===== src/rtl/wrr_rank_requester.sv =====
// Initiator side of the WRR rank handshake: queues classified descriptors, looks up the
// class weight, asks the calc engine for a rank, and forwards the ranked descriptor.
module wrr_rank_requester #(
    parameter int CLASS_WIDTH     = 5,
    parameter int WEIGHT_WIDTH    = 16,
    parameter int RESULT_WIDTH    = 32,
    parameter int META_WIDTH      = 32,
    parameter int FIFO_DEPTH_LOG2 = 2,
    parameter int TIMEOUT_CYCLES  = 15
) (
    input  logic                    clk,
    input  logic                    rstn,
    input  logic                    in_valid,
    output logic                    in_ready,
    input  logic [CLASS_WIDTH-1:0]  in_class_id,
    input  logic [META_WIDTH-1:0]   in_meta,
    input  logic                    cfg_wr_en,
    input  logic [CLASS_WIDTH-1:0]  cfg_class_id,
    input  logic [WEIGHT_WIDTH-1:0] cfg_weight,
    output logic                    req_valid,
    output logic [CLASS_WIDTH-1:0]  req_class_id,
    output logic [WEIGHT_WIDTH-1:0] req_class_weight,
    input  logic                    resp_valid,
    input  logic [RESULT_WIDTH-1:0] resp_data,
    output logic                    out_valid,
    input  logic                    out_ready,
    output logic [RESULT_WIDTH-1:0] out_rank,
    output logic [CLASS_WIDTH-1:0]  out_class_id,
    output logic [META_WIDTH-1:0]   out_meta,
    output logic                    err_timeout,
    output logic                    busy
);
    // Handshakes: a transfer happens on a rising clk edge where valid and ready are both
    // high; valid never waits on ready, and payload is held stable while valid && !ready.
    localparam int DEPTH     = 1 << FIFO_DEPTH_LOG2;
    localparam int TAB_DEPTH = 1 << CLASS_WIDTH;
    localparam int CNT_W     = $clog2(TIMEOUT_CYCLES + 1);
    localparam int ENTRY_W   = CLASS_WIDTH + META_WIDTH;
    localparam logic [FIFO_DEPTH_LOG2:0] FULL_CNT   = (FIFO_DEPTH_LOG2 + 1)'(DEPTH);
    localparam logic [CNT_W-1:0]         TMO_LAST   = CNT_W'(TIMEOUT_CYCLES - 1);
    localparam logic [WEIGHT_WIDTH-1:0]  WEIGHT_ONE = WEIGHT_WIDTH'(1);

    typedef enum logic [1:0] {
        S_IDLE = 2'd0,
        S_REQ  = 2'd1,
        S_WAIT = 2'd2,
        S_OUT  = 2'd3
    } state_t;

    state_t                     state;
    logic [ENTRY_W-1:0]         fifo_mem [DEPTH];
    logic [FIFO_DEPTH_LOG2-1:0] wr_ptr;
    logic [FIFO_DEPTH_LOG2-1:0] rd_ptr;
    logic [FIFO_DEPTH_LOG2:0]   fifo_cnt;
    logic [FIFO_DEPTH_LOG2:0]   cnt_nxt;
    logic [WEIGHT_WIDTH-1:0]    wtab [TAB_DEPTH];
    logic [CLASS_WIDTH-1:0]     hold_class;
    logic [META_WIDTH-1:0]      hold_meta;
    logic [WEIGHT_WIDTH-1:0]    hold_weight;
    logic [CNT_W-1:0]           tmo_cnt;
    logic [ENTRY_W-1:0]         head;
    logic [CLASS_WIDTH-1:0]     head_class;
    logic [META_WIDTH-1:0]      head_meta;
    logic                       push;
    logic                       pop;

    assign push       = in_valid && in_ready;
    assign pop        = (state == S_IDLE) && (fifo_cnt != '0);
    assign head       = fifo_mem[rd_ptr];
    assign head_class = head[ENTRY_W-1:META_WIDTH];
    assign head_meta  = head[META_WIDTH-1:0];

    // The engine samples the request fields during its calc cycle, so they are driven
    // straight from the holding registers and only change on the next pop.
    assign req_class_id     = hold_class;
    assign req_class_weight = hold_weight;
    assign out_class_id     = hold_class;
    assign out_meta         = hold_meta;

    always_comb begin
        cnt_nxt = fifo_cnt;
        if (push && !pop) begin
            cnt_nxt = fifo_cnt + 1'b1;
        end else if (!push && pop) begin
            cnt_nxt = fifo_cnt - 1'b1;
        end
    end

    always_ff @(posedge clk) begin
        if (push) begin
            fifo_mem[wr_ptr] <= {in_class_id, in_meta};
        end
    end

    always_ff @(posedge clk or negedge rstn) begin
        if (!rstn) begin
            state       <= S_IDLE;
            wr_ptr      <= '0;
            rd_ptr      <= '0;
            fifo_cnt    <= '0;
            in_ready    <= 1'b0;
            hold_class  <= '0;
            hold_meta   <= '0;
            hold_weight <= '0;
            tmo_cnt     <= '0;
            req_valid   <= 1'b0;
            out_valid   <= 1'b0;
            out_rank    <= '0;
            err_timeout <= 1'b0;
            busy        <= 1'b0;
            for (int i = 0; i < TAB_DEPTH; i++) begin
                wtab[i] <= WEIGHT_ONE;
            end
        end else begin
            fifo_cnt    <= cnt_nxt;
            in_ready    <= (cnt_nxt != FULL_CNT);
            req_valid   <= 1'b0;
            err_timeout <= 1'b0;
            if (push) begin
                wr_ptr <= wr_ptr + 1'b1;
            end
            // The engine computes weight-1, so a zero weight is clamped to one.
            if (cfg_wr_en) begin
                wtab[cfg_class_id] <= (cfg_weight == '0) ? WEIGHT_ONE : cfg_weight;
            end

            case (state)
                S_IDLE: begin
                    if (pop) begin
                        rd_ptr      <= rd_ptr + 1'b1;
                        hold_class  <= head_class;
                        hold_meta   <= head_meta;
                        hold_weight <= wtab[head_class];
                        req_valid   <= 1'b1;
                        busy        <= 1'b1;
                        state       <= S_REQ;
                    end
                end
                S_REQ: begin
                    tmo_cnt <= '0;
                    state   <= S_WAIT;
                end
                S_WAIT: begin
                    if (resp_valid) begin
                        out_rank  <= resp_data;
                        out_valid <= 1'b1;
                        state     <= S_OUT;
                    end else if (tmo_cnt == TMO_LAST) begin
                        tmo_cnt     <= tmo_cnt + 1'b1;
                        err_timeout <= 1'b1;
                        busy        <= 1'b0;
                        state       <= S_IDLE;
                    end else begin
                        tmo_cnt <= tmo_cnt + 1'b1;
                    end
                end
                S_OUT: begin
                    if (out_ready) begin
                        out_valid <= 1'b0;
                        busy      <= 1'b0;
                        state     <= S_IDLE;
                    end
                end
                default: begin
                    state <= S_IDLE;
                end
            endcase
        end
    end
endmodule


===== config.mk =====
export PLATFORM = sky130hd
export DESIGN_NAME = wrr_rank_requester
export DESIGN_NICKNAME = d
export VERILOG_FILES = /design/src/rtl/wrr_rank_requester.sv
export SDC_FILE = /design/constraint.sdc
export NUM_CORES = 1
export LEC_CHECK = 0
export CAP_MARGIN = 20
export CORE_ASPECT_RATIO = 1.25
export CORE_UTILIZATION = 63
export DETAILED_ROUTE_END_ITERATION = 6
export GPL_ROUTABILITY_DRIVEN = 0
export PLACE_DENSITY = 0.94
export SLEW_MARGIN = 20
export SYNTH_ARGS = -nofsm -noshare
export SYNTH_HDL_FRONTEND = slang
export SYNTH_SLANG_ARGS = --single-unit

===== constraint.sdc =====
create_clock -name clk -period 3.35 [get_ports clk]
set_clock_uncertainty 0.05 [all_clocks]
set_input_delay 0.5025 -clock clk [delete_from_list [all_inputs] [get_ports clk]]
set_output_delay 0.5025 -clock clk [all_outputs]
set_load 0.05 [all_outputs]

[After elaboration in Yosys (flattened, before gate mapping)]
Memory sizes are Yosys's and may differ from the RTL's.
Index checks and enable logic that the tools add are counted.
Word-level totals
  bits in registers: 615
  memories kept: 1
  bits in writable memories: 148
  bits of input ports: 96
  logic and storage cells: 117
  output and inout port bits: 95
Memory list
  fifo_mem: words 4, bits a word 37, rd ports 1, clocked after memory_dff 0, wr ports 1, RTL line 51  | logic [ENTRY_W-1:0] fifo_mem [DEPTH];
Operators by class
  $add $sub $neg: 5
  reduce and logical (&&, ||, !) cells: 19
  magnitude comparators: 3
  muxes and demuxes: 30
  bitwise logic cells: 2
  eq/ne operators: 11
Operators by type and width (number)
  $bwmux W512: 1
  $bmux W16 S5: 1
  $demux W16 S5: 1
  $mux W16: 4
  $logic_not A16 Y1: 1
  $ge A6 B6 Y1 const B: 2
  $mux W1: 12
  $not A5 Y6: 2
  $ne A2 B2 Y1 const B: 5
  $mux W2: 4
  $pmux W2 S4: 1
  $pmux W4 S2: 1
  $lt A6 B1 Y1 const B: 1
  $mux W3: 2
  $ne A3 B3 Y1 const B: 2
  $reduce_and A2 Y1: 3
  $reduce_and A3 Y1: 2
  $reduce_bool A3 Y1: 2
  $logic_and A1 B1 Y1: 5
  $reduce_and A5 Y1: 1
  $add A2 B1 Y2 const B: 2
  $add A4 B1 Y4 const B: 1
  $eq A2 B2 Y1 const B: 2
  $eq A4 B4 Y1 const B: 1
  9 further kinds: 11

[Longest topological paths before layout]
  depth in word-level cells: 6
  depth in mapped cells: 10
  depth with buffers taken out: 9

[Least setup slack after synthesis]
OpenSTA, ideal clock, no wires.
  kind: input to register
  start point: input cfg_class_id[0]
  end point: register wtab[119] (netlist name)
  path slack: 1098 ps
  stages: 5
  path buffers: 2
  arrival: 2077 ps
  library setup time: 125 ps
  path through: or3b_2 > clkbuf_1 > nor2_1 > buf_2 > mux2_2
On the way
  cells in the longest elaborated chain, start to end: 6
  elaborated cells on any way between the ends: 7
Ends and longest elaborated chain
  start, declared: RTL line 18  | input logic [CLASS_WIDTH-1:0] cfg_class_id,
  $not A5 Y6 (*): RTL line 124  | wtab[cfg_class_id] <= (cfg_weight == '0) ? WEIGHT_ONE : cfg_weight;
  $ge A6 B6 Y1 (not written as such) or $lt A6 B1 Y1 (tied branches): RTL line 124
  $logic_and A1 B1 Y1 (not written as such): RTL line 124
  $mux W16: RTL line 124
  $demux W16 S5 (*): RTL line 124
  $bwmux W512 (*): RTL line 124
  end signal, assigned by index: RTL line 124
  end, declared: RTL line 56  | logic [WEIGHT_WIDTH-1:0] wtab [TAB_DEPTH];
Every way passes the cells marked *; elsewhere a longest branch is shown, timed or not.
A chain may end at the register's enable or synchronous reset.

[Final worst setup path]
  start point: register fifo_cnt[1]
  end point: register hold_weight[12], in the netlist req_class_weight[12]
On the way
  cells in the longest elaborated chain, start to end: 3
Ends and longest elaborated chain
  start, declared: RTL line 54  | logic [FIFO_DEPTH_LOG2:0] fifo_cnt;
  start signal, assigned: RTL line 115  | fifo_cnt <= cnt_nxt;
  $reduce_bool A3 Y1: RTL line 68  | assign pop = (state == S_IDLE) && (fifo_cnt != '0);
  $logic_and A1 B1 Y1: RTL line 68
  $reduce_and A2 Y1 (no source line)
  end signal, assigned: RTL line 133  | hold_weight <= wtab[head_class];
  end, declared: RTL line 59  | logic [WEIGHT_WIDTH-1:0] hold_weight;
No other way between the ends.

==> results.yml <==
run_status:
  outcome: "finished with violations"
  violations: "DRC, setup timing"
timing:
  fin_crit_ns: 3.40
  maxSlewHeadroom_pct: 29.3
  finalSetupViolCount: 2
  period_share_pct: 101
  tightest_slew_ns: 1.06
  hold_viol_final: 0
  drv_slew: 0
  max_freq_mhz: 295
  tns_ns: -0.0571
  fin_ws_ns: -0.0454
die:
  rows: 92
  die_w_microns: 206
  core-area_sq_um: 50800
  dieArea_sq_um: 52800
  initial_core_util_pct: 64.4
  chipHeight_microns: 257
  ioPinCount: 191
yosys:
  synth_top_family_by_area: "multiplexers"
  synth_area_per_cell_sq_um: 14.4
  ys_warn_count: 0
  postSynthCellCount: 2263
  yosysSeqAreaShare_pct: 60.8
  synth_top_flop_cell: "dfrtp_1"
  synth_adder_area_share_pct: 0.559
  synth_area_sq_um: 32700
  synthDistinctLibCells: 44
  synthMuxAreaShare_pct: 26.5
  ys_ff_latch: 763
  synth_compound_area_share_pct: 3.55
  synth_xor_area_share_pct: 0.241
  synth_edf_count: 148
  syn-num-nets: 2372
  yosys.area_share.simple_pct: 5.83
  async_flop_share_pct: 80.6
clocking:
  clk_path_buf_depth: 3
  cts_setup_buffers: 0
  ctsResizeCount: 0
  clk_latency_ns: 0.65
  cts-root-buf: "clkbuf_16"
  hold_buffers: 1
  cts_made_buffers: 71
  htree_num_levels: 3
  cts.sinks: 763
  tritoncts: "done"
  clkTransAtPathRegs_ns: 0.07
placement:
  place_inst: 3033
  placed_cell_area_sq_um: 35500
  post-place-ws_ns: 0.333
  portBuffers: 190
  dp_hpwl_mm: 53.9
setup_path:
  required_ns: 3.86
  crit_end: "req_class_weight[12]"
  startpoint: "fifo_cnt[1]"
  rr_worst_depth: 10
  regToRegSetupSlack_ns: -0.05
  timing.rr.end: "req_class_weight[12]"
  crit_arrival_ns: 3.91
  end_kind: "register"
  r2r-start: "fifo_cnt[1]"
  crit_type: "reg2reg"
  crit_fanout: 26
  critPathLaunchType: "register"
grt:
  grt_use_total_pct: 37.1
  gr-total-overflow: 0
  grt_pass1_vias: 23903
  grt_max_degree: 105
  grt_pass1_wl_mm: 146
  antenna_found_initial: 9
power_and_ir_drop:
  ir_drop_mv: 0.924
  p_per_area_nw_per_um2: 908
  p_leak_nw: 16.1
drt:
  highest_layer: "met5"
  drc: 1
  detail-route-antenna-nets: 0
  wl_mm: 97.7
  wl_met3_mm: 10.7
  met1_length_mm: 31.8
  drt_iter0_drc: 3004
  route.met2.wl_mm: 47.4
  drt-vias-per-instance: 7.15
  first_pass_iters: 7
  vias: 22672
  routedWlPerCell_microns: 30.8
worst_hold_path:
  hp-class: "in2async"
run:
  drv_cap: 0
final_layout:
  nFillCells: 2540
  final_cell_area_sq_um: 37900
  fin_util_pct: 74.6
  area_delta_synth_final_pct: 15.9
  finalNonFillerCells: 3171
  nets: 2558
  drive_above_1_share_pct: 34.8
==> sequential cells by signal (all words and copies together) (netlist names), 3 cells and up <==
register and flops:
fifo_cnt 3, fifo_mem 148, out_class_id 5, out_meta 32
out_rank 32, req_class_weight 16, tmo_cnt 4, wtab 512
==> power breakdown <==
part | internal, mW | switching, mW | total (mW)
clock | 4.62 | 3.76 | 8.38
combinational | 4.98 | 7.86 | 12.8
sequential | 11.7 | 1.45 | 13.2
total | 21.3 | 13.1 | 34.4
==> Yosys cell counts, types with 17 or more instances <==
master | n | area, sq um
edfxtp_1 | 148 | 4440
a31oi_1 | 32 | 200
a22oi_1 | 29 | 218
o21ai_0 | 24 | 120
nand3_1 | 37 | 185
clkbuf_1 | 106 | 398
a32oi_1 | 18 | 158
nand4_1 | 17 | 106
mux2i_1 | 26 | 260
mux2_2 | 525 | 5910
nand2_1 | 307 | 1150
dfstp_2 | 32 | 841
dfrtp_1 | 583 | 14600
nor2_1 | 49 | 184
mux4_2 | 110 | 2480
buf_2 | 34 | 170
a21oi_1 | 47 | 235
==> cell usage in the layout, fill, tap and decap left out, drive strengths merged, types with 2 or more instances in the layout <==
| master | count |
|---|---|
| a211oi | 13 |
| nor4 | 3 |
| a32oi | 18 |
| nor3b | 5 |
| or3b | 2 |
| nand2b | 4 |
| mux2i | 26 |
| maj3 | 2 |
| mux2 | 525 |
| a22oi | 29 |
| ha | 13 |
| inv | 17 |
| o21ai | 24 |
| dfrtp | 583 |
| a22o | 3 |
| nand3b | 5 |
| xnor2 | 8 |
| clkbuf | 107 |
| nand3 | 37 |
| nor2b | 13 |
| o211ai | 2 |
| diode | 7 |
| clkinv | 15 |
| nor3 | 2 |
| nor2 | 49 |
| bufinv | 5 |
| clkdlybuf4s50 | 189 |
| nand4 | 17 |
| o22ai | 5 |
| a221oi | 4 |
| buf | 92 |
| a31oi | 32 |
| a21oi | 47 |
| dfstp | 32 |
| nand2 | 307 |
| mux4 | 110 |
| and3 | 5 |
| or2 | 2 |
| edfxtp | 148 |
==> logic make-up (layout without fill, tap and decap cells) <==
| kind of cell | after synthesis | after routing |
|---|---|---|
| flops | 763 | 763 |
| mux | 661 | 661 |
| simple gates | 452 | 452 |
| compound gates | 180 | 180 |
| buf+inv | 183 | 426 |
| other cells | 0 | 7 |
| fa+ha+maj | 15 | 15 |
| xor+xnor | 9 | 9 |
==> routing by layer <==
layer  track usage [%]  vias to the layer above
met2              58.7                     2031
li1                  -                     8597
met5                 0                        -
met3              10.8                      650
met1              43.8                    11388
met4              25.1                        6
==> worst max-delay path, stage by stage (launching register included) <==
cell and delay, ns:
dfrtp_1 0.39, inv_1 0.10, ha_1 0.19, nand2b_1 0.15, nand2_2 0.27, inv_1 0.22
buf_4 0.38, nand3b_1 0.71, a31oi_1 0.50, nand3_1 0.19, nand4_1 0.16
==> final cells by class <==
cell class	count	area [sq um]	share of cell area (%)
sequential	763	19900	52.5
inverter	14	52.6	0.139
multi-input combinational	1317	12000	31.7
tap	658	823	2.17
antenna	7	17.5	0.0463
clock inverter	23	344	0.909
timing repair buffer	282	2740	7.23
clock buffer	107	2010	5.31
==> how the worst min path moves through the flow <==
stage	from	end	depth (start not counted)	slack, ns
after floorplan	rstn	busy	0	0.16
after global placement	out_meta[20]	out_meta[20]	2	0.41
after detailed placement	out_meta[14]	out_meta[14]	2	0.41
after CTS	resp_data[31]	out_rank[31]	2	0.42
after global routing	resp_data[11]	out_rank[11]	2	0.43
final	rstn	wtab[189]	2	0.42
==> metrics by stage <==
stage	power, mW	hold WS (ns)
2_1_floorplan	21.2	0.157
3_3_place_gp	24.4	0.410
3_5_place_dp	25.2	0.414
4_1_cts	33.9	0.422
5_1_grt	35.3	0.434
6_report	34.4	0.417
(Power assumes the default switching activity.)
